`src/rtl/fp_pkg.sv`:
```
// Floating-point helpers shared by the systolic FMAC and its output drain:
// fp32 field layout, operand classification and fp32 -> bf16 RTNE narrowing.
package fp_pkg;

    localparam int FP32_EXP_W = 8;
    localparam int FP32_MAN_W = 23;
    localparam int BF16_MAN_W = 7;
    localparam logic [15:0] BF16_QNAN = 16'h7FC0;

    typedef enum logic [2:0] {ZERO, SUB, NORM, INF, NAN} fp_class_t;

    function automatic fp_class_t fp32_class(input logic [31:0] d);
        logic [FP32_EXP_W-1:0] e;
        logic                  man_nz;
        fp_class_t             cls;
        e      = d[30:23];
        man_nz = |d[FP32_MAN_W-1:0];
        if (e == '0)      cls = man_nz ? SUB : ZERO;
        else if (e == '1) cls = man_nz ? NAN : INF;
        else              cls = NORM;
        return cls;
    endfunction

    // Keep the top 16 bits and add one ulp when guard is set and either
    // sticky or the kept lsb is set; a mantissa carry ripples into the exponent.
    function automatic logic [15:0] fp32_to_bf16_rtne(input logic [31:0] d, input logic ftz);
        logic        rnd;
        logic [15:0] res;
        rnd = d[15] & ((|d[14:0]) | d[16]);
        res = d[31:16] + {15'd0, rnd};
        case (fp32_class(d))
            NAN:       res = BF16_QNAN | {d[31], 15'd0};
            INF, ZERO: res = d[31:16];
            SUB:       if (ftz) res = {d[31], 15'd0};
            default:   ;
        endcase
        return res;
    endfunction

endpackage

```
`src/rtl/psum_drain_bf16_sync_fifo.sv`:
```
// Synchronous FIFO with MSB-toggle pointers; push into a full FIFO is only
// taken alongside a pop, and a pop of an empty FIFO is ignored (no bypass).
module sync_fifo #(
    parameter int W     = 17,
    parameter int DEPTH = 8
) (
    input  logic                      clk,
    input  logic                      rst_n,
    input  logic                      clr,
    input  logic                      push,
    input  logic [W-1:0]              wdata,
    input  logic                      pop,
    output logic [W-1:0]              rdata,
    output logic                      full,
    output logic                      empty,
    output logic [$clog2(DEPTH):0]    count
);
    localparam int AW = $clog2(DEPTH);

    logic [W-1:0] mem_q [DEPTH];
    logic [AW:0]  wr_ptr_q, wr_ptr_d;
    logic [AW:0]  rd_ptr_q, rd_ptr_d;
    logic         do_push, do_pop;

    always_comb begin
        count    = wr_ptr_q - rd_ptr_q;
        empty    = (wr_ptr_q == rd_ptr_q);
        full     = (wr_ptr_q[AW] != rd_ptr_q[AW]) && (wr_ptr_q[AW-1:0] == rd_ptr_q[AW-1:0]);
        rdata    = mem_q[rd_ptr_q[AW-1:0]];
        do_pop   = pop & ~empty;
        do_push  = push & (~full | do_pop);
        wr_ptr_d = wr_ptr_q + {{AW{1'b0}}, do_push};
        rd_ptr_d = rd_ptr_q + {{AW{1'b0}}, do_pop};
        if (clr) begin
            wr_ptr_d = '0;
            rd_ptr_d = '0;
        end
    end

    always_ff @(posedge clk) begin
        if (!rst_n) begin
            wr_ptr_q <= '0;
            rd_ptr_q <= '0;
        end else begin
            wr_ptr_q <= wr_ptr_d;
            rd_ptr_q <= rd_ptr_d;
        end
    end

    always_ff @(posedge clk) begin
        if (do_push) mem_q[wr_ptr_q[AW-1:0]] <= wdata;
    end

endmodule

```
`src/rtl/psum_drain_bf16.sv`:
```
// Column output drain: fp32 partial sums -> optional ReLU -> bf16 RTNE ->
// FIFO -> valid/ready stream framed into tiles of TILE_LEN words.
module psum_drain_bf16
    import fp_pkg::*;
#(
    parameter int DEPTH    = 8,
    parameter int TILE_LEN = 16,
    parameter bit FTZ      = 1'b1
) (
    input  logic        clk,
    input  logic        rst_n,
    input  logic        relu_en,
    input  logic        clear,
    input  logic        in_valid,
    input  logic [31:0] in_data,
    output logic        in_ready,
    output logic        out_valid,
    input  logic        out_ready,
    output logic [15:0] out_data,
    output logic        out_last,
    output logic        tile_done,
    output logic        ovf_err
);
    localparam int AW = $clog2(DEPTH);
    localparam int CW = AW + 2;
    localparam int TW = $clog2(TILE_LEN + 1);

    logic            s1_vld_q, s1_vld_d;
    logic [31:0]     s1_data_q, s1_data_d;
    logic            s1_relu_q, s1_relu_d;
    logic            s1_last_q, s1_last_d;
    fp_class_t       s1_cls_q, s1_cls_d;
    logic            s2_vld_q, s2_vld_d;
    logic [16:0]     s2_word_q, s2_word_d;
    logic [TW-1:0]   tile_cnt_q, tile_cnt_d;
    logic            ovf_q, ovf_d;

    logic [16:0]     fifo_rdata;
    logic            fifo_full, fifo_empty, pop;
    logic [AW:0]     fifo_count;
    logic [CW-1:0]   credit;
    logic            accept, relu_zero;
    logic [15:0]     rounded;

    always_comb begin
        // Every word in S1/S2 already owns a FIFO slot, so S2 can always push.
        credit     = CW'(fifo_count) + CW'(s1_vld_q) + CW'(s2_vld_q);
        in_ready   = ~fifo_full && (credit < CW'(DEPTH));
        accept     = in_valid & in_ready & ~clear;

        s1_vld_d   = accept;
        s1_data_d  = s1_data_q;
        s1_relu_d  = s1_relu_q;
        s1_last_d  = s1_last_q;
        s1_cls_d   = s1_cls_q;
        tile_cnt_d = tile_cnt_q;
        if (accept) begin
            s1_data_d  = in_data;
            s1_relu_d  = relu_en;
            s1_cls_d   = fp32_class(in_data);
            s1_last_d  = (tile_cnt_q == TW'(TILE_LEN - 1));
            tile_cnt_d = s1_last_d ? '0 : tile_cnt_q + 1'b1;
        end

        rounded    = fp32_to_bf16_rtne(s1_data_q, FTZ);
        relu_zero  = s1_relu_q & s1_data_q[31] & (s1_cls_q != NAN);
        s2_vld_d   = s1_vld_q;
        s2_word_d  = {s1_last_q, relu_zero ? 16'h0000 : rounded};

        ovf_d      = ovf_q | (in_valid & ~in_ready & ~clear);

        if (clear) begin
            s1_vld_d   = 1'b0;
            s2_vld_d   = 1'b0;
            tile_cnt_d = '0;
        end

        out_valid  = ~fifo_empty;
        out_data   = fifo_empty ? 16'h0000 : fifo_rdata[15:0];
        out_last   = ~fifo_empty & fifo_rdata[16];
        pop        = out_valid & out_ready;
        tile_done  = pop & out_last & ~clear;
        ovf_err    = ovf_q;
    end

    always_ff @(posedge clk) begin
        if (!rst_n) begin
            s1_vld_q   <= 1'b0;
            s2_vld_q   <= 1'b0;
            tile_cnt_q <= '0;
            ovf_q      <= 1'b0;
        end else begin
            s1_vld_q   <= s1_vld_d;
            s2_vld_q   <= s2_vld_d;
            tile_cnt_q <= tile_cnt_d;
            ovf_q      <= ovf_d;
        end
    end

    always_ff @(posedge clk) begin
        s1_data_q <= s1_data_d;
        s1_relu_q <= s1_relu_d;
        s1_last_q <= s1_last_d;
        s1_cls_q  <= s1_cls_d;
        s2_word_q <= s2_word_d;
    end

    sync_fifo #(.W(17), .DEPTH(DEPTH)) u_fifo (
        .clk   (clk),
        .rst_n (rst_n),
        .clr   (clear),
        .push  (s2_vld_q),
        .wdata (s2_word_q),
        .pop   (pop),
        .rdata (fifo_rdata),
        .full  (fifo_full),
        .empty (fifo_empty),
        .count (fifo_count)
    );

endmodule
```
`config.mk`:
```
export PLATFORM = sky130hd
export DESIGN_NAME = psum_drain_bf16
export DESIGN_NICKNAME = d
export VERILOG_FILES = /design/src/rtl/fp_pkg.sv /design/src/rtl/psum_drain_bf16_sync_fifo.sv /design/src/rtl/psum_drain_bf16.sv
export SDC_FILE = /design/constraint.sdc
export NUM_CORES = 1
export LEC_CHECK = 0
export BUFFER_PORTS_ARGS = -buffer_cell sky130_fd_sc_hd__buf_2
export CAP_MARGIN = 20
export CORE_ASPECT_RATIO = 0.8
export CORE_MARGIN = 3
export CORE_UTILIZATION = 54
export DETAILED_ROUTE_END_ITERATION = 16
export PLACE_DENSITY = 0.71
export SETUP_SLACK_MARGIN = 0.2
export SLEW_MARGIN = 5
export SYNTH_ARGS = -nofsm -noshare
export SYNTH_HDL_FRONTEND = slang
export SYNTH_SLANG_ARGS = --single-unit
```
`constraint.sdc`:
```
create_clock -name clk -period 3.16 [get_ports clk]
set_input_delay 0.158 -clock clk [delete_from_list [all_inputs] [get_ports clk]]
set_output_delay 0.158 -clock clk [all_outputs]
set_load 0.01 [all_outputs]
```
; ---- Word level (Yosys, flattened, before mapping)
; Memory sizes are Yosys's and may differ from the RTL's. A register that Yosys moved wholly into a read port is not among the register bits.
; Cells that the tools add are included.
; W data, S select, Z words.
[word_totals]
ramBits = 136
mem_count = 1
register_bits = 70
wordCells = 76
out_inout_bits = 21
[op_classes]
n_addsub = 7
bitwise = 21
muxes = 14
n_reduce_logical = 10
n_eq_ne = 10
magnitude_cmp = 1
[memory_table]
columns = name, depth, word_bits, read_ports, rd_ports_with_merged_regs, wr, line
row1 = u_fifo.mem_q, 8, 17, 1, 1, 1, psum_drain_bf16_sync_fifo.sv:20  ; logic [W-1:0] mem_q [DEPTH];
[ops]
columns = op, n
row1 = $pmux W16 S3, 1
row2 = $reduce_or A23 Y1, 2
row3 = $mux W3, 7
row4 = $add A16 B1 Y16, 1
row5 = $eq A8 B8 Y1 const B, 2
row6 = $logic_not A8 Y1, 2
row7 = $mux W16, 1
row8 = $reduce_or A15 Y1, 1
row9 = $and A1 B1 Y1, 13
row10 = $add A4 B1 Y4, 2
row11 = $add A4 B1 Y5, 1
row12 = $add A5 B1 Y5, 1
row13 = $add A5 B1 Y5 const B, 1
row14 = $eq A5 B4 Y1 const B, 1
row15 = $lt A5 B4 Y1 const B, 1
row16 = $mux W5, 1
row17 = $not A1 Y1, 5
row18 = $eq A4 B4 Y1, 1
row19 = $mux W1, 4
row20 = $reduce_or A2 Y1, 2
row21 = $sub A4 B4 Y4, 1
row22 = $eq A3 B1 Y1 const B, 1
row23 = $eq A3 B2 Y1 const B, 1
row24 = $eq A3 B3 Y1, 1
row25 = 6 further kinds, 9

; ---- Depth between registers and ports, before layout
[depth]
word_depth = 9
mapped_depth = 12
mapped_depth_nobuf = 9

; ---- Modules after synthesis
; From an unflattened synthesis, not the netlist that was laid out.
[unflattened]
cells_unflattened = 514
area_unflattened_um2 = 8264.2
[by_module_without_submodules]
columns = mod, area_per_inst_um2, cells_each, instances, seq_area_each_um2
row1 = sync_fifo, 5713.0, 294, 1, 4244.1
row2 = psum_drain_bf16, 2551.2, 220, 1, 1611.5

; ---- Worst setup path after synthesis
; Ideal clock, no wire load.
[synth_path]
path_type = register to register
from = register u_fifo.rd_ptr_q[2]
to = memory u_fifo.mem_q[1][0], enable pin
path_buffers = 2
path_stages_with_launch = 10
t_required_ns = 2.748
synth_period_minus_slack_ns = 3.483
setup_slack_ns = -0.323
t_arrival_ns = 3.070
cell_sequence = dfxtp_1 > buf_2 > clkinv_1 > clkbuf_1 > ha_1 > nand3_1 > nor2_1 > a21boi_0 > nand2_1 > nor3_1
[synth_between]
elab_chain_len = 8
[synth_lines]
columns = element, line
row1 = "start, declared", psum_drain_bf16_sync_fifo.sv:22  ; logic [AW:0] rd_ptr_q, rd_ptr_d;
row2 = "start signal, assigned", psum_drain_bf16_sync_fifo.sv:46  ; rd_ptr_q <= rd_ptr_d;
row3 = $eq A4 B4 Y1, psum_drain_bf16_sync_fifo.sv:27  ; empty = (wr_ptr_q == rd_ptr_q);
row4 = $not A1 Y1, "psum_drain_bf16_sync_fifo.sv:30, psum_drain_bf16.sv:78"
row5 = $and A1 B1 Y1, psum_drain_bf16.sv:81  ; pop = out_valid & out_ready;
row6 = $and A1 B1 Y1, psum_drain_bf16_sync_fifo.sv:30  ; do_pop = pop & ~empty;
row7 = $or A1 B1 Y1 *, psum_drain_bf16_sync_fifo.sv:31  ; do_push = push & (~full | do_pop);
row8 = $and A1 B1 Y1 *, psum_drain_bf16_sync_fifo.sv:31
row9 = $mux W1 *, psum_drain_bf16_sync_fifo.sv:51  ; if (do_push) mem_q[wr_ptr_q[AW-1:0]] <= wdata;
row10 = $mux W1 (not written as such) *, psum_drain_bf16_sync_fifo.sv:51
row11 = "end, declared", psum_drain_bf16_sync_fifo.sv:20
; Mark *: on every way between the ends. The rest lies on a longest branch, timed or not.

; ---- Worst setup path in the final report
[layout_path]
from = register u_fifo.rd_ptr_q[0]
to = output port tile_done
[layout_between]
elab_chain_len = 5
[layout_lines]
columns = element, line
row1 = $eq A4 B4 Y1 *, psum_drain_bf16_sync_fifo.sv:27
row2 = $not A1 Y1 *, "psum_drain_bf16.sv:78, psum_drain_bf16.sv:80"
row3 = $and A1 B1 Y1 (on tied branches), "psum_drain_bf16.sv:81, psum_drain_bf16.sv:80"
row4 = $and A1 B1 Y1 * (2 in series), psum_drain_bf16.sv:82  ; tile_done = pop & out_last & ~clear;
row5 = "end, declared", psum_drain_bf16.sv:21  ; output logic tile_done,
; Marked as above.

==> results.py <==
metrics = {
    "routing": {
        "dr_total_vias": 4583,
        "drt_pass1_iterations": 4,
        "wl_um": 15920,
        "antenna_left": 0,
        "initialDrtViolationCount": 301,
        "remaining_drc_errors": 0,
        "wl_per_cell_um": 19.75,
        "vias_per_cell": 5.686,
    },
    "worst_setup_path": {
        "cp_data_arrival_time_ns": 2.53,
        "worstPathRequired_ns": 3.00,
        "worstSetupPathType": "reg2out",
        "end_kind": "output pin",
        "crit_fanout": 35,
        "critPathLaunchType": "register",
    },
    "logic_synthesis": {
        "synth_top_family_by_area": "multiplexers",
        "yosys_warnings": 0,
        "synthArstFlopShare": 0,
        "yosys-mux-area-fraction": 0.09669,
        "syn_inst": 497,
        "syn-cell-area_mm2": 0.008127,
        "synth_fa_ha_area_frac": 0.01786,
        "synth_flop_cell": "edfxtp_1",
        "yosysSeqAreaShare": 0.7206,
        "synth_edf_count": 173,
        "synth_seq_cells": 206,
        "synth_compound_area_frac": 0.03834,
        "synth.avg_cell_area_um2": 16.35,
        "synth.distinct_cells": 49,
        "synth_xor_area_frac": 0.01709,
        "yosys.area_share.simple": 0.09346,
        "syn_nets": 546,
    },
    "sta": {
        "worst_pin_slew_ns": 0.6957,
        "setup_tns_ns": 0,
        "hold_viol": 0,
        "fmax_ghz": 0.3725,
        "slew-limit-headroom": 0.5362,
        "slew_violations": 0,
        "min_period_ns": 2.685,
        "fin_skew_ns": 0.01192,
        "rsz0062_at_grt": "false",
        "fin_hold_ws_ns": 0.05074,
        "period_share": 0.8496,
        "setup_viol": 0,
    },
    "cts": {
        "cts-root-buf": "clkbuf_16",
        "path_clk_slew_ns": 0.06,
        "clk_path_buf_depth": 3,
        "hold_buffers": 34,
        "cts_tree": "done",
        "clk_latency_ns": 0.48,
        "cts_buffers": 20,
        "post_cts_buffers": 0,
        "ctsResizeCount": 0,
        "htree_levels": 1,
        "clock_sinks": 206,
    },
    "global_route": {
        "grt_use_total": 0.1996,
        "grt_max_degree": 36,
        "grt-ovfl-total": 0,
        "grt_pass1_vias": 4720,
        "antenna_found_initial": 0,
        "grt_pass1_wl_um": 25180,
    },
    "floorplanning": {
        "initial_utilization": 0.5607,
        "core-area_mm2": 0.01449,
        "ios": 59,
        "die_h_um": 115.7,
        "fp.dieArea_mm2": 0.01657,
        "row_count": 39,
        "die-width_um": 143.2,
    },
    "hold_path": {
        "hold_class": "in2reg",
    },
    "power_and_ir_drop": {
        "power_density_mw_per_mm2": 551.6,
        "ir_worst_vdd_mv": 0.3735,
        "cellLeakagePower_nw": 3.323,
    },
    "job": {
        "drv_cap": 0,
    },
    "place": {
        "gp_congestion": 0.7953,
        "io_buffers": 58,
        "detailed_place_hpwl_um": 9158,
    },
    "finish": {
        "syn2layout_area_growth_pct": 18.08,
        "fill_cells": 980,
        "layout.nets": 657,
        "postLayoutCoreUtil": 0.6621,
        "drive_gt1_frac": 0.2315,
        "insertedDiodeCount": 0,
    },
    "status": {
        "status": "complete, no violations",
    },
}
cell usage after synthesis, types with 2 or more instances:
| master | n | area share |
|---|---|---|
| xnor2_1 | 6 | 0.0065 |
| a21oi_1 | 26 | 0.016 |
| nor3_1 | 7 | 0.0043 |
| mux4_2 | 34 | 0.094 |
| nand3_1 | 9 | 0.0055 |
| o21ai_0 | 7 | 0.0043 |
| nor4_2 | 2 | 0.0031 |
| nand4b_1 | 2 | 0.0022 |
| nor2_1 | 27 | 0.012 |
| inv_1 | 7 | 0.0032 |
| a21oi_2 | 3 | 0.0032 |
| and2_1 | 7 | 0.0054 |
| and3_1 | 5 | 0.0038 |
| nand2b_1 | 3 | 0.0023 |
| mux2i_1 | 2 | 0.0025 |
| xor2_1 | 8 | 0.0086 |
| edfxtp_1 | 173 | 0.64 |
| buf_2 | 5 | 0.0031 |
| clkbuf_1 | 6 | 0.0028 |
| buf_4 | 4 | 0.0037 |
| nor2b_1 | 3 | 0.0023 |
| buf_6 | 2 | 0.0028 |
| dfxtp_1 | 33 | 0.081 |
| nand2_1 | 60 | 0.028 |
| a211oi_1 | 2 | 0.0018 |
| nor4b_1 | 2 | 0.0022 |
| nor4_1 | 13 | 0.010 |
| nand3b_1 | 2 | 0.0018 |
| a31oi_1 | 2 | 0.0015 |
| ha_1 | 10 | 0.015 |
| nand4_1 | 7 | 0.0054 |
worst max-delay path: stages, from the launching register on:
cell and delay, ns:
dfxtp_2 0.32, buf_4 0.55, mux4_2 0.59, mux2i_1 0.29
nor4b_1 0.12, buf_2 0.16
kinds of logic after synthesis:
kind of cell    count (synthesis)
compound gates                 50
xor+xnor                       15
fa+ha+maj                      11
buf+inv                        25
flops                         206
mux                            36
simple gates                  154
per-stage QoR:
stage                     worst slack (ns)  instances  cell area, um2  total power (W)
after floorplan                     0.1293        497            8137         0.003118
after global placement              0.6074        736            8671         0.003173
after detailed placement            0.4992        736            8671         0.003181
after CTS                           0.3957        806            9595         0.005321
after global routing                0.2433        806            9595         0.005465
final                               0.4751        806            9595         0.005292
registers in the layout, summed over array words and instances, names as in the netlist:
name             count
s2_word_q           17
ovf_err              1
s2_vld_q             1
u_fifo.mem_q       136
u_fifo.rd_ptr_q      4
tile_cnt_q           5
u_fifo.wr_ptr_q      4
s1_cls_q             3
s1_last_q            1
s1_relu_q            1
s1_data_q           32
s1_vld_q             1
routing by layer:
metal,track usage,vias up,routed length [um]
met5,0,-,0
met1,0.2732,2244,6949
met2,0.3373,147,7698
li1,-,2154,-
met4,0.05826,0,416
met3,0.03218,38,853
where the power goes:
part,internal [W],switching [W],total (W)
logic,0.0000685,0.0000672,0.000136
clock network,0.00121,0.000917,0.00213
registers,0.00298,0.0000414,0.00303
placed cells by master, fill, tap and decap left out, types with 2 or more instances in the layout:
| cell | Yosys | routed |
|---|---|---|
| and3_1 | 5 | 5 |
| edfxtp_1 | 173 | 173 |
| clkinv_2 | 0 | 2 |
| a31oi_1 | 2 | 2 |
| nand4_1 | 7 | 7 |
| nand2b_1 | 3 | 3 |
| clkinv_1 | 1 | 7 |
| o21ai_0 | 7 | 7 |
| a21oi_2 | 3 | 2 |
| mux2i_1 | 2 | 2 |
| nor3_2 | 0 | 2 |
| nand4b_1 | 2 | 2 |
| nor4_2 | 2 | 2 |
| a21oi_1 | 26 | 26 |
| dfxtp_1 | 33 | 32 |
| nand3b_1 | 2 | 2 |
| buf_2 | 5 | 58 |
| xor2_1 | 8 | 8 |
| buf_4 | 4 | 14 |
| xnor2_1 | 6 | 6 |
| a211oi_1 | 2 | 2 |
| ha_1 | 10 | 10 |
| nor4_1 | 13 | 13 |
| nand2_1 | 60 | 60 |
| dlygate4sd3_1 | 0 | 34 |
| nor2_1 | 27 | 27 |
| nor2b_1 | 3 | 3 |
| nand3_1 | 9 | 9 |
| inv_1 | 7 | 7 |
| nor4b_1 | 2 | 2 |
| nor3_1 | 7 | 5 |
| clkbuf_1 | 6 | 7 |
| and2_1 | 7 | 7 |
| mux4_2 | 34 | 34 |
| clkbuf_16 | 0 | 21 |
final timing paths:
| path | from | endpoint | slack (ns) | cells past startpoint |
|---|---|---|---|---|
| max | u_fifo.rd_ptr_q[0]$_SDFF_PP0_ | tile_done | 0.48 | 5 |
| min | clear | ovf_err$_SDFF_PN0_ | 0.05 | 4 |
| max reg2reg | u_fifo.wr_ptr_q[1]$_SDFF_PP0_ | s1_data_q[13]$_DFFE_PP_ | 0.49 | 6 |
| min reg2reg | s1_last_q$_DFFE_PP_ | s2_word_q[16]$_DFF_P_ | 0.35 | 0 |
final cells by class:
class                   count  area (um2)  share of cell area
clock inverters             8       32.53            0.003390
multi-input cells         266        2158              0.2249
clock buffers              28       551.8             0.05750
well taps                 184       230.2             0.02399
repair buffers            106       735.7             0.07667
inverters                   8       30.03            0.003129
flip-flops and latches    206        5857              0.6104
(Power assumes the default switching activity.)
